File: config.mk
export PLATFORM = sky130hd
export DESIGN_NAME = tone_scheduler
export DESIGN_NICKNAME = d
export VERILOG_FILES = /design/src/rtl/tone_scheduler.sv
export SDC_FILE = /design/constraint.sdc
export NUM_CORES = 1
export LEC_CHECK = 0
export BUFFER_PORTS_ARGS = -buffer_cell sky130_fd_sc_hd__buf_2
export CAP_MARGIN = 20
export CELL_PAD_IN_SITES_DETAIL_PLACEMENT = 1
export CELL_PAD_IN_SITES_GLOBAL_PLACEMENT = 1
export CORE_MARGIN = 5
export CORE_UTILIZATION = 35
export CTS_CLUSTER_SIZE = 28
export DETAILED_ROUTE_END_ITERATION = 8
export GPL_ROUTABILITY_DRIVEN = 0
export GPL_TIMING_DRIVEN = 0
export PLACE_DENSITY = 0.76
export SYNTH_ARGS = -nofsm -noshare
export SYNTH_HDL_FRONTEND = slang
export SYNTH_SLANG_ARGS = --single-unit
File: constraint.sdc
create_clock -name clk -period 5.2 [get_ports clk]
set_input_delay 0.26 -clock clk [delete_from_list [all_inputs] [get_ports clk]]
set_output_delay 0.26 -clock clk [all_outputs]
set_load 0.02 [all_outputs]
File: src/rtl/tone_scheduler.sv
// Fixed-priority arbiter that lends one square-wave tone generator to NUM_REQ note
// requesters, with a minimum hold per note and a silent gap between notes.
module tone_scheduler #(
   parameter int unsigned NUM_REQ    = 4,
   parameter int unsigned PERIOD_W   = 16,
   parameter int unsigned MIN_HOLD   = 256,
   parameter int unsigned GAP_CYCLES = 64
) (
   input  logic                        clk,
   input  logic                        reset,
   input  logic                        enable,
   input  logic [NUM_REQ-1:0]          req,
   input  logic [NUM_REQ*PERIOD_W-1:0] period_in,
   output logic [NUM_REQ-1:0]          grant,
   output logic                        active,
   output logic                        speaker
);

   localparam int unsigned HOLD_W = (MIN_HOLD > 1) ? $clog2(MIN_HOLD) : 1;
   localparam int unsigned GAP_W  = (GAP_CYCLES > 1) ? $clog2(GAP_CYCLES) : 1;

   typedef enum logic [1:0] {S_IDLE, S_PLAY, S_GAP} state_t;

   state_t              r_state,    w_state_nxt;
   logic [NUM_REQ-1:0]  r_grant,    w_grant_nxt;
   logic                r_active,   w_active_nxt;
   logic                r_speaker,  w_speaker_nxt;
   logic [PERIOD_W-1:0] r_period,   w_period_nxt;
   logic [PERIOD_W-1:0] r_tone_cnt, w_tone_nxt;
   logic [HOLD_W-1:0]   r_hold_cnt, w_hold_nxt;
   logic [GAP_W-1:0]    r_gap_cnt,  w_gap_nxt;

   logic [NUM_REQ-1:0]  w_sel_grant;
   logic [PERIOD_W-1:0] w_sel_period;
   logic [PERIOD_W-1:0] w_sel_p;
   logic                w_found;
   logic                w_owner_req;
   logic                w_lower_req;
   logic                w_release;

   // Lowest set request index wins; its half-period is clamped to at least 2.
   always_comb begin
      w_sel_grant  = '0;
      w_sel_period = '0;
      w_found      = 1'b0;
      for (int i = 0; i < int'(NUM_REQ); i++) begin
         if (req[i] && !w_found) begin
            w_found        = 1'b1;
            w_sel_grant[i] = 1'b1;
            w_sel_period   = period_in[i*PERIOD_W +: PERIOD_W];
         end
      end
      w_sel_p = (w_sel_period < PERIOD_W'(2)) ? PERIOD_W'(2) : w_sel_period;
   end

   // grant-1 of a one-hot owner masks exactly the higher-priority requesters.
   assign w_owner_req = |(req & r_grant);
   assign w_lower_req = |(req & (r_grant - NUM_REQ'(1)));
   assign w_release   = (r_hold_cnt == '0) && (!w_owner_req || w_lower_req);

   always_comb begin
      w_state_nxt   = r_state;
      w_grant_nxt   = r_grant;
      w_active_nxt  = r_active;
      w_speaker_nxt = r_speaker;
      w_period_nxt  = r_period;
      w_tone_nxt    = r_tone_cnt;
      w_hold_nxt    = r_hold_cnt;
      w_gap_nxt     = r_gap_cnt;
      if (!enable) begin
         w_state_nxt   = S_IDLE;
         w_grant_nxt   = '0;
         w_active_nxt  = 1'b0;
         w_speaker_nxt = 1'b0;
         w_period_nxt  = '0;
         w_tone_nxt    = '0;
         w_hold_nxt    = '0;
         w_gap_nxt     = '0;
      end else begin
         case (r_state)
            S_IDLE: begin
               if (|req) begin
                  w_state_nxt   = S_PLAY;
                  w_grant_nxt   = w_sel_grant;
                  w_active_nxt  = 1'b1;
                  w_speaker_nxt = 1'b0;
                  w_period_nxt  = w_sel_p;
                  w_tone_nxt    = w_sel_p - PERIOD_W'(1);
                  w_hold_nxt    = HOLD_W'(MIN_HOLD - 1);
               end
            end
            S_PLAY: begin
               if (w_release) begin
                  w_state_nxt   = S_GAP;
                  w_grant_nxt   = '0;
                  w_active_nxt  = 1'b0;
                  w_speaker_nxt = 1'b0;
                  w_tone_nxt    = '0;
                  w_gap_nxt     = GAP_W'(GAP_CYCLES - 1);
               end else begin
                  if (r_tone_cnt == '0) begin
                     w_speaker_nxt = ~r_speaker;
                     w_tone_nxt    = r_period - PERIOD_W'(1);
                  end else begin
                     w_tone_nxt = r_tone_cnt - PERIOD_W'(1);
                  end
                  if (r_hold_cnt != '0) begin
                     w_hold_nxt = r_hold_cnt - HOLD_W'(1);
                  end
               end
            end
            S_GAP: begin
               w_speaker_nxt = 1'b0;
               if (r_gap_cnt == '0) begin
                  w_state_nxt = S_IDLE;
               end else begin
                  w_gap_nxt = r_gap_cnt - GAP_W'(1);
               end
            end
            default: begin
               w_state_nxt   = S_IDLE;
               w_grant_nxt   = '0;
               w_active_nxt  = 1'b0;
               w_speaker_nxt = 1'b0;
            end
         endcase
      end
   end

   always_ff @(posedge clk or posedge reset) begin
      if (reset) begin
         r_state    <= S_IDLE;
         r_grant    <= '0;
         r_active   <= 1'b0;
         r_speaker  <= 1'b0;
         r_period   <= '0;
         r_tone_cnt <= '0;
         r_hold_cnt <= '0;
         r_gap_cnt  <= '0;
      end else begin
         r_state    <= w_state_nxt;
         r_grant    <= w_grant_nxt;
         r_active   <= w_active_nxt;
         r_speaker  <= w_speaker_nxt;
         r_period   <= w_period_nxt;
         r_tone_cnt <= w_tone_nxt;
         r_hold_cnt <= w_hold_nxt;
         r_gap_cnt  <= w_gap_nxt;
      end
   end

   assign grant   = r_grant;
   assign active  = r_active;
   assign speaker = r_speaker;

endmodule

# --- Word level (Yosys, flattened, before mapping) ---
# Cells that the tools add are included.
totals:
  out_inout_bits: 6
  wordCells: 102
  in_bits: 71
  register_bits: 54
op_classes:
  eq_ne: 14
  muxes: 46
  n_lt_le_gt_ge: 1
  bitwise_logic: 3
  reduce_logical: 24
  add_sub_neg: 6
ops:
  columns: ["cell", "count"]
  rows:
  - ["2-to-1 mux 16 bit", 12]
  - ["subtractor 16 x 1 -> 16 bit, second input constant", 3]
  - ["2-to-1 mux 8 bit", 4]
  - ["case mux 16 bit (2 select lines)", 1]
  - ["2-to-1 mux 6 bit", 3]
  - ["!= test 3 bit, second input constant", 6]
  - ["logical NOT 16 bit", 1]
  - ["less-than comparator 16 x 2 -> 1 bit, second input constant", 1]
  - ["case mux 8 bit (2 select lines)", 1]
  - ["2-to-1 mux 1 bit", 13]
  - ["2-to-1 mux 4 bit", 3]
  - ["case mux 4 bit (3 select lines)", 1]
  - ["case mux 6 bit (2 select lines)", 1]
  - ["OR reduction 4 bit", 3]
  - ["AND reduction 3 bit", 3]
  - ["bitwise AND 4 bit", 2]
  - ["logical NOT 8 bit", 1]
  - ["2-to-1 mux 2 bit", 4]
  - ["nonzero test 8 bit", 1]
  - ["subtractor 8 x 1 -> 8 bit, second input constant", 1]
  - ["logical NOT 6 bit", 1]
  - ["!= test 3 x 1 -> 1 bit, second input constant", 2]
  - ["case mux 2 bit (3 select lines)", 1]
  - ["AND reduction 2 bit", 3]
  - ["15 further kinds", 22]

# --- Depth between registers and ports, before layout ---
depth:
  ltp_word: 16
  mapped_depth: 15
  mapped_depth_nobuf: 12

# --- Worst setup path after synthesis ---
# Ideal clock, no wire load.
synth_timing:
  kind: "input port to flip-flop"
  startpoint: "input req[1]"
  endpoint: "register r_tone_cnt[12]"
  n_path_buf: 2
  t_arrival_ns: 3.122
  setup_time_ns: 0.141
  path_stages: 14
  slack_ns: 1.937
  cell_sequence: "clkbuf_1 clkbuf_1 nand3b_1 a2bb2oi_1 a2111oi_0 nand4_1 or2_2 nand2_1 ha_1 nand3_1 nor4b_1 nand3_1 xnor2_1 o221ai_1"
synth_between:
  elab_chain_cells: 14
  word_cells_on_any_way: 27
synth_lines:
  columns: ["item", "line_no", "text"]
  rows:
  - ["start: declaration", "12", "input logic [NUM_REQ-1:0] req,"]
  - ["logical AND 1 bit", "47", "if (req[i] && !w_found) begin"]
  - ["2-to-1 mux 1 bit", "47", null]
  - ["logical NOT 1 bit", "47", null]
  - ["logical AND 1 bit", "47", null]
  - ["2-to-1 mux 1 bit", "47", null]
  - ["logical NOT 1 bit", "47", null]
  - ["logical AND 1 bit", "47", null]
  - ["2-to-1 mux 16 bit", "47", null]
  - ["less-than comparator 16 x 2 -> 1 bit", "53", "w_sel_p = (w_sel_period < PERIOD_W'(2)) ? PERIOD_W'(2) : w_sel_period;"]
  - ["2-to-1 mux 16 bit", "53", null]
  - ["subtractor 16 x 1 -> 16 bit", "88", "w_tone_nxt = w_sel_p - PERIOD_W'(1);"]
  - ["2-to-1 mux 16 bit", "82", "if (|req) begin"]
  - ["case mux 16 bit (2 select lines)", "80", "case (r_state)"]
  - ["2-to-1 mux 16 bit", "70", "if (!enable) begin"]
  - ["end signal: assignment", "146", "r_tone_cnt <= w_tone_nxt;"]
  - ["end: declaration", "29", "logic [PERIOD_W-1:0] r_tone_cnt, w_tone_nxt;"]
# Several ways; a longest one is shown, not always the timed one. The select of a mux whose other input is x is not followed.
# A chain may end at the register's enable or synchronous reset.

# --- Worst setup path after layout ---
layout_timing:
  startpoint: "input req[0]"
  endpoint: "register r_tone_cnt[12]"
layout_between:
  elab_chain_cells: 16
  word_cells_on_any_way: 30
layout_lines:
  columns: ["item", "line_no"]
  rows:
  - ["2-to-1 mux 1 bit", "47"]
  - ["logical NOT 1 bit", "47"]
  - ["logical AND 1 bit", "47"]
  - ["2-to-1 mux 1 bit", "47"]
  - ["logical NOT 1 bit", "47"]
  - ["logical AND 1 bit", "47"]
  - ["2-to-1 mux 1 bit", "47"]
  - ["logical NOT 1 bit", "47"]
  - ["logical AND 1 bit", "47"]
  - ["2-to-1 mux 16 bit", "47"]
  - ["less-than comparator 16 x 2 -> 1 bit", "53"]
  - ["2-to-1 mux 16 bit", "53"]
  - ["subtractor 16 x 1 -> 16 bit", "88"]
  - ["2-to-1 mux 16 bit", "82"]
  - ["case mux 16 bit (2 select lines)", "80"]
  - ["2-to-1 mux 16 bit", "70"]
# Several ways; a longest one is shown, not always the timed one. The select of a mux whose other input is x is not followed.

==> out/metrics.yaml <==
run_status:
  outcome: "completed"
synthesis:
  synth_nets: 583
  synth_warnings: 0
  synth_cell_types: 67
  ys.flop_type: "dfrtp_1"
  syn-cell-area_um2: 4080
  synthCells: 506
  synth_seq_area_share_pct: 33.1
  synthArstFlopShare_pct: 100
  synth-edff-count: 0
  ys_seq_elements: 54
  avgSynthCellArea_um2: 8.07
route:
  vias: 4400
  viasPerCell: 6.00
  finalWirelength_mm: 14.3
  wl_per_cell_um: 19.5
  dr.pass1.iters: 4
  drt_iter0_markers: 157
  drc: 0
  ant_nets: 0
timing:
  finalCriticalPeriod_ns: 4.06
  worst_pin_slew_ns: 0.847
  fin_skew_ns: 0.00926
  hold_viol_final: 0
  max-slew-margin-rel_pct: 43.0
  final_max_slew_viol_count: 0
  fin_tns_setup_ns: 0
  clock.fmax_ghz: 0.246
  report.final.setup_viol: 0
  min_period_over_period_pct: 78.1
  grt_setup_unrepaired: "no"
power:
  power.density_nw_per_um2: 305
  leakagePower_nw: 2.12
  vdd_drop_max_mv: 0.134
setup_path:
  cp-end-kind: "flip-flop"
  path_cells: "buf_2 -> clkbuf_1 -> clkbuf_1 -> a21oi_1 -> a2bb2oi_1 -> nor3_1 -> nand4_1 -> or2_2 -> nand2_1 -> ha_1 -> nand3_1 -> nor4b_1 -> nand3_1 -> xnor2_1 -> o221ai_1"
  crit_path_top_delay_cell: "nor4b_1"
  critPathRequiredTime_ns: 5.34
  start_kind: "input port"
  path_class: "input port to flip-flop"
  cp_max_fo: 10
  crit_arrival_ns: 4.20
  slowest_delay_ns: 0.76
global_routing:
  overflow: 0
  grt_usage_pct: 20.4
  antenna_found_initial: 0
  first_global_vias: 4680
  grt_start_max_net_pins: 32
  grt_pass1_wl_mm: 24.0
cts:
  cts_max_level: 2
  insertion_delay_ns: 0.30
  cts.sinks: 54
  clk_path_buf_depth: 2
  cts_setup_buffers: 0
  cts_hold_buf: 0
  cts-root-buf: "clkbuf_16"
  cts_tree: "yes"
  clk_pin_slew_worst_paths_ns: 0.07
  ctsResizeCount: 0
  cts_buffers: 5
floorplan:
  row_count: 39
  start_util_pct: 35.8
  fp.dieH_um: 118
  core_um2: 11400
  io_pins: 77
  die_w_um: 118
  die_area_um2: 13900
run:
  maxCapViolCount: 0
final_layout:
  layout.nets: 666
  area_growth_pct: 18.3
  stdcell_count: 733
  n_antenna_cell: 0
  nFillCells: 1442
  drive_gt1_share_pct: 17.1
placement:
  buffer_ports.inserted: 75
  dp.cells: 725
  dp_hpwl_mm: 11.3
hold_path:
  holdCritPathClass: "input port to asynchronous set/reset pin"
[worst paths after layout]
kind	startpoint	end	slack [ns]	depth (start not counted)
worst min register to register	active$_DFFE_PP0P_	active$_DFFE_PP0P_	0.48	2
min in group clk	period_in[51]	r_period[3]$_DFFE_PP0P_	0.32	3
worst max register to register	r_tone_cnt[0]$_DFFE_PP0P_	r_tone_cnt[12]$_DFFE_PP0P_	1.30	15
max in group asynchronous	reset	r_period[8]$_DFFE_PP0P_	4.62	3
worst min-delay path	reset	r_gap_cnt[2]$_DFFE_PP0P_	0.005	2
worst max-delay path	req[0]	r_tone_cnt[12]$_DFFE_PP0P_	1.14	15
[critical path, delay by kind of cell]
kind	cells	cell delay, ns
buffers and inverters	3	0.64
and+or+nand+nor	7	2.37
adders and majority gates	1	0.20
xor gates and xnor gates	1	0.26
AOI/OAI and AO/OA	3	0.47
[metrics by stage]
step / hold WS [ns] / total power, mW / instance area, µm² / util, % / worst slack (ns)
after floorplan: 0.450 / 0.902 / 4080 / - / 1.94
after global placement: 0.456 / 1.05 / 4640 / 40.6 / 0.964
after detailed placement: 0.344 / 1.07 / 4660 / 40.8 / 0.909
after CTS: 0.0185 / 1.47 / 4830 / 42.3 / 1.21
after global routing: 0.0442 / 1.56 / 4830 / 42.3 / 0.824
final: 0.00502 / 1.47 / 4830 / 42.3 / 1.14
[cell families after synthesis]
logic type               Yosys count  share of synthesized area [%]
buffers and inverters             46                           4.35
flip-flops                        54                           33.1
AO/OA/AOI/OAI                    205                           34.0
XOR/XNOR                          10                           2.14
AND/OR/NAND/NOR                  180                           23.3
multiplexers                       5                           1.23
adder cells (fa/ha/maj)            6                           1.84
[placed cells by master, fill, tap and decap left out, drive strengths merged, types with 3 or more instances in the layout]
cell and instances:
mux2i 5, nor2 37, xnor2 3, ha 6
o31ai 9, nor4 7, or2 3, or4 4
a31oi 5, a311oi 9, o211ai 6, a21o 18
a211oi 4, dfrtp 54, or3 5, nand3b 15
nor4b 4, nand4 5, nor3 18, and2 3
inv 15, o21ai 41, nand2b 6, nand2 48
o21a 4, nor2b 8, clkbuf 31, o22ai 4
a21oi 50, o31a 4, xor2 7, a2bb2oi 13
nand3 8, and3 5, buf 81, a22o 10
[synth_stat cells (3+ instances only)]
cell type / number / area share, %
dfrtp_1: 54 / 33
a21oi_1: 50 / 6.1
nand2_1: 48 / 4.4
o21ai_0: 39 / 4.8
nor2_1: 37 / 3.4
clkbuf_1: 26 / 2.4
nor3_1: 18 / 2.2
a21o_1: 17 / 3.1
nand3b_1: 15 / 2.8
inv_1: 14 / 1.3
a2bb2oi_1: 13 / 2.8
a22o_1: 10 / 2.1
a311oi_1: 9 / 1.9
o31ai_1: 9 / 1.7
nand3_1: 8 / 0.98
nor2b_1: 8 / 1.2
nor4_1: 7 / 1.1
xor2_1: 7 / 1.5
ha_1: 6 / 1.8
nand2b_1: 6 / 0.92
o211ai_1: 6 / 1.1
a31oi_1: 5 / 0.77
and3_1: 5 / 0.77
mux2i_1: 5 / 1.2
nand4_1: 5 / 0.77
a211oi_1: 4 / 0.74
buf_2: 4 / 0.49
o21a_1: 4 / 0.74
o22ai_1: 4 / 0.61
o31a_1: 4 / 0.86
or4_1: 4 / 0.74
and2_1: 3 / 0.46
or2_2: 3 / 0.46
or3_1: 3 / 0.46
xnor2_1: 3 / 0.64
[layout make-up]
class	instances	area, µm²	share of cell area [%]
plain buffers	31	121	2.51
flip-flops and latches	54	1350	28.0
multi-input cells	406	2550	52.9
repair buffers	76	395	8.18
clock inverters	3	47.5	0.984
inverters	15	56.3	1.17
well taps	143	179	3.70
clock buffers	5	125	2.59
[state kept, by name, summed over array words and instances (netlist names)]
register,count
r_hold_cnt,8
r_gap_cnt,6
r_period,16
grant,4
r_tone_cnt,16
r_state,2
active,1
speaker,1
[power breakdown]
group	switching [mW]	internal (mW)
clock network	0.165	0.230
logic	0.305	0.209
registers	0.0829	0.479
total	0.553	0.918
[layer usage]
| metal | up-vias | routed length, µm | global-route usage [%] |
|---|---|---|---|
| met1 | 2157 | 6560 | 27.5 |
| met3 | 18 | 775 | 2.31 |
| met5 | - | 0 | 0 |
| met4 | 0 | 236 | 6.24 |
| li1 | 2091 | - | - |
| met2 | 134 | 6730 | 34.0 |
No activity file was read; power rests on OpenSTA's default activity.
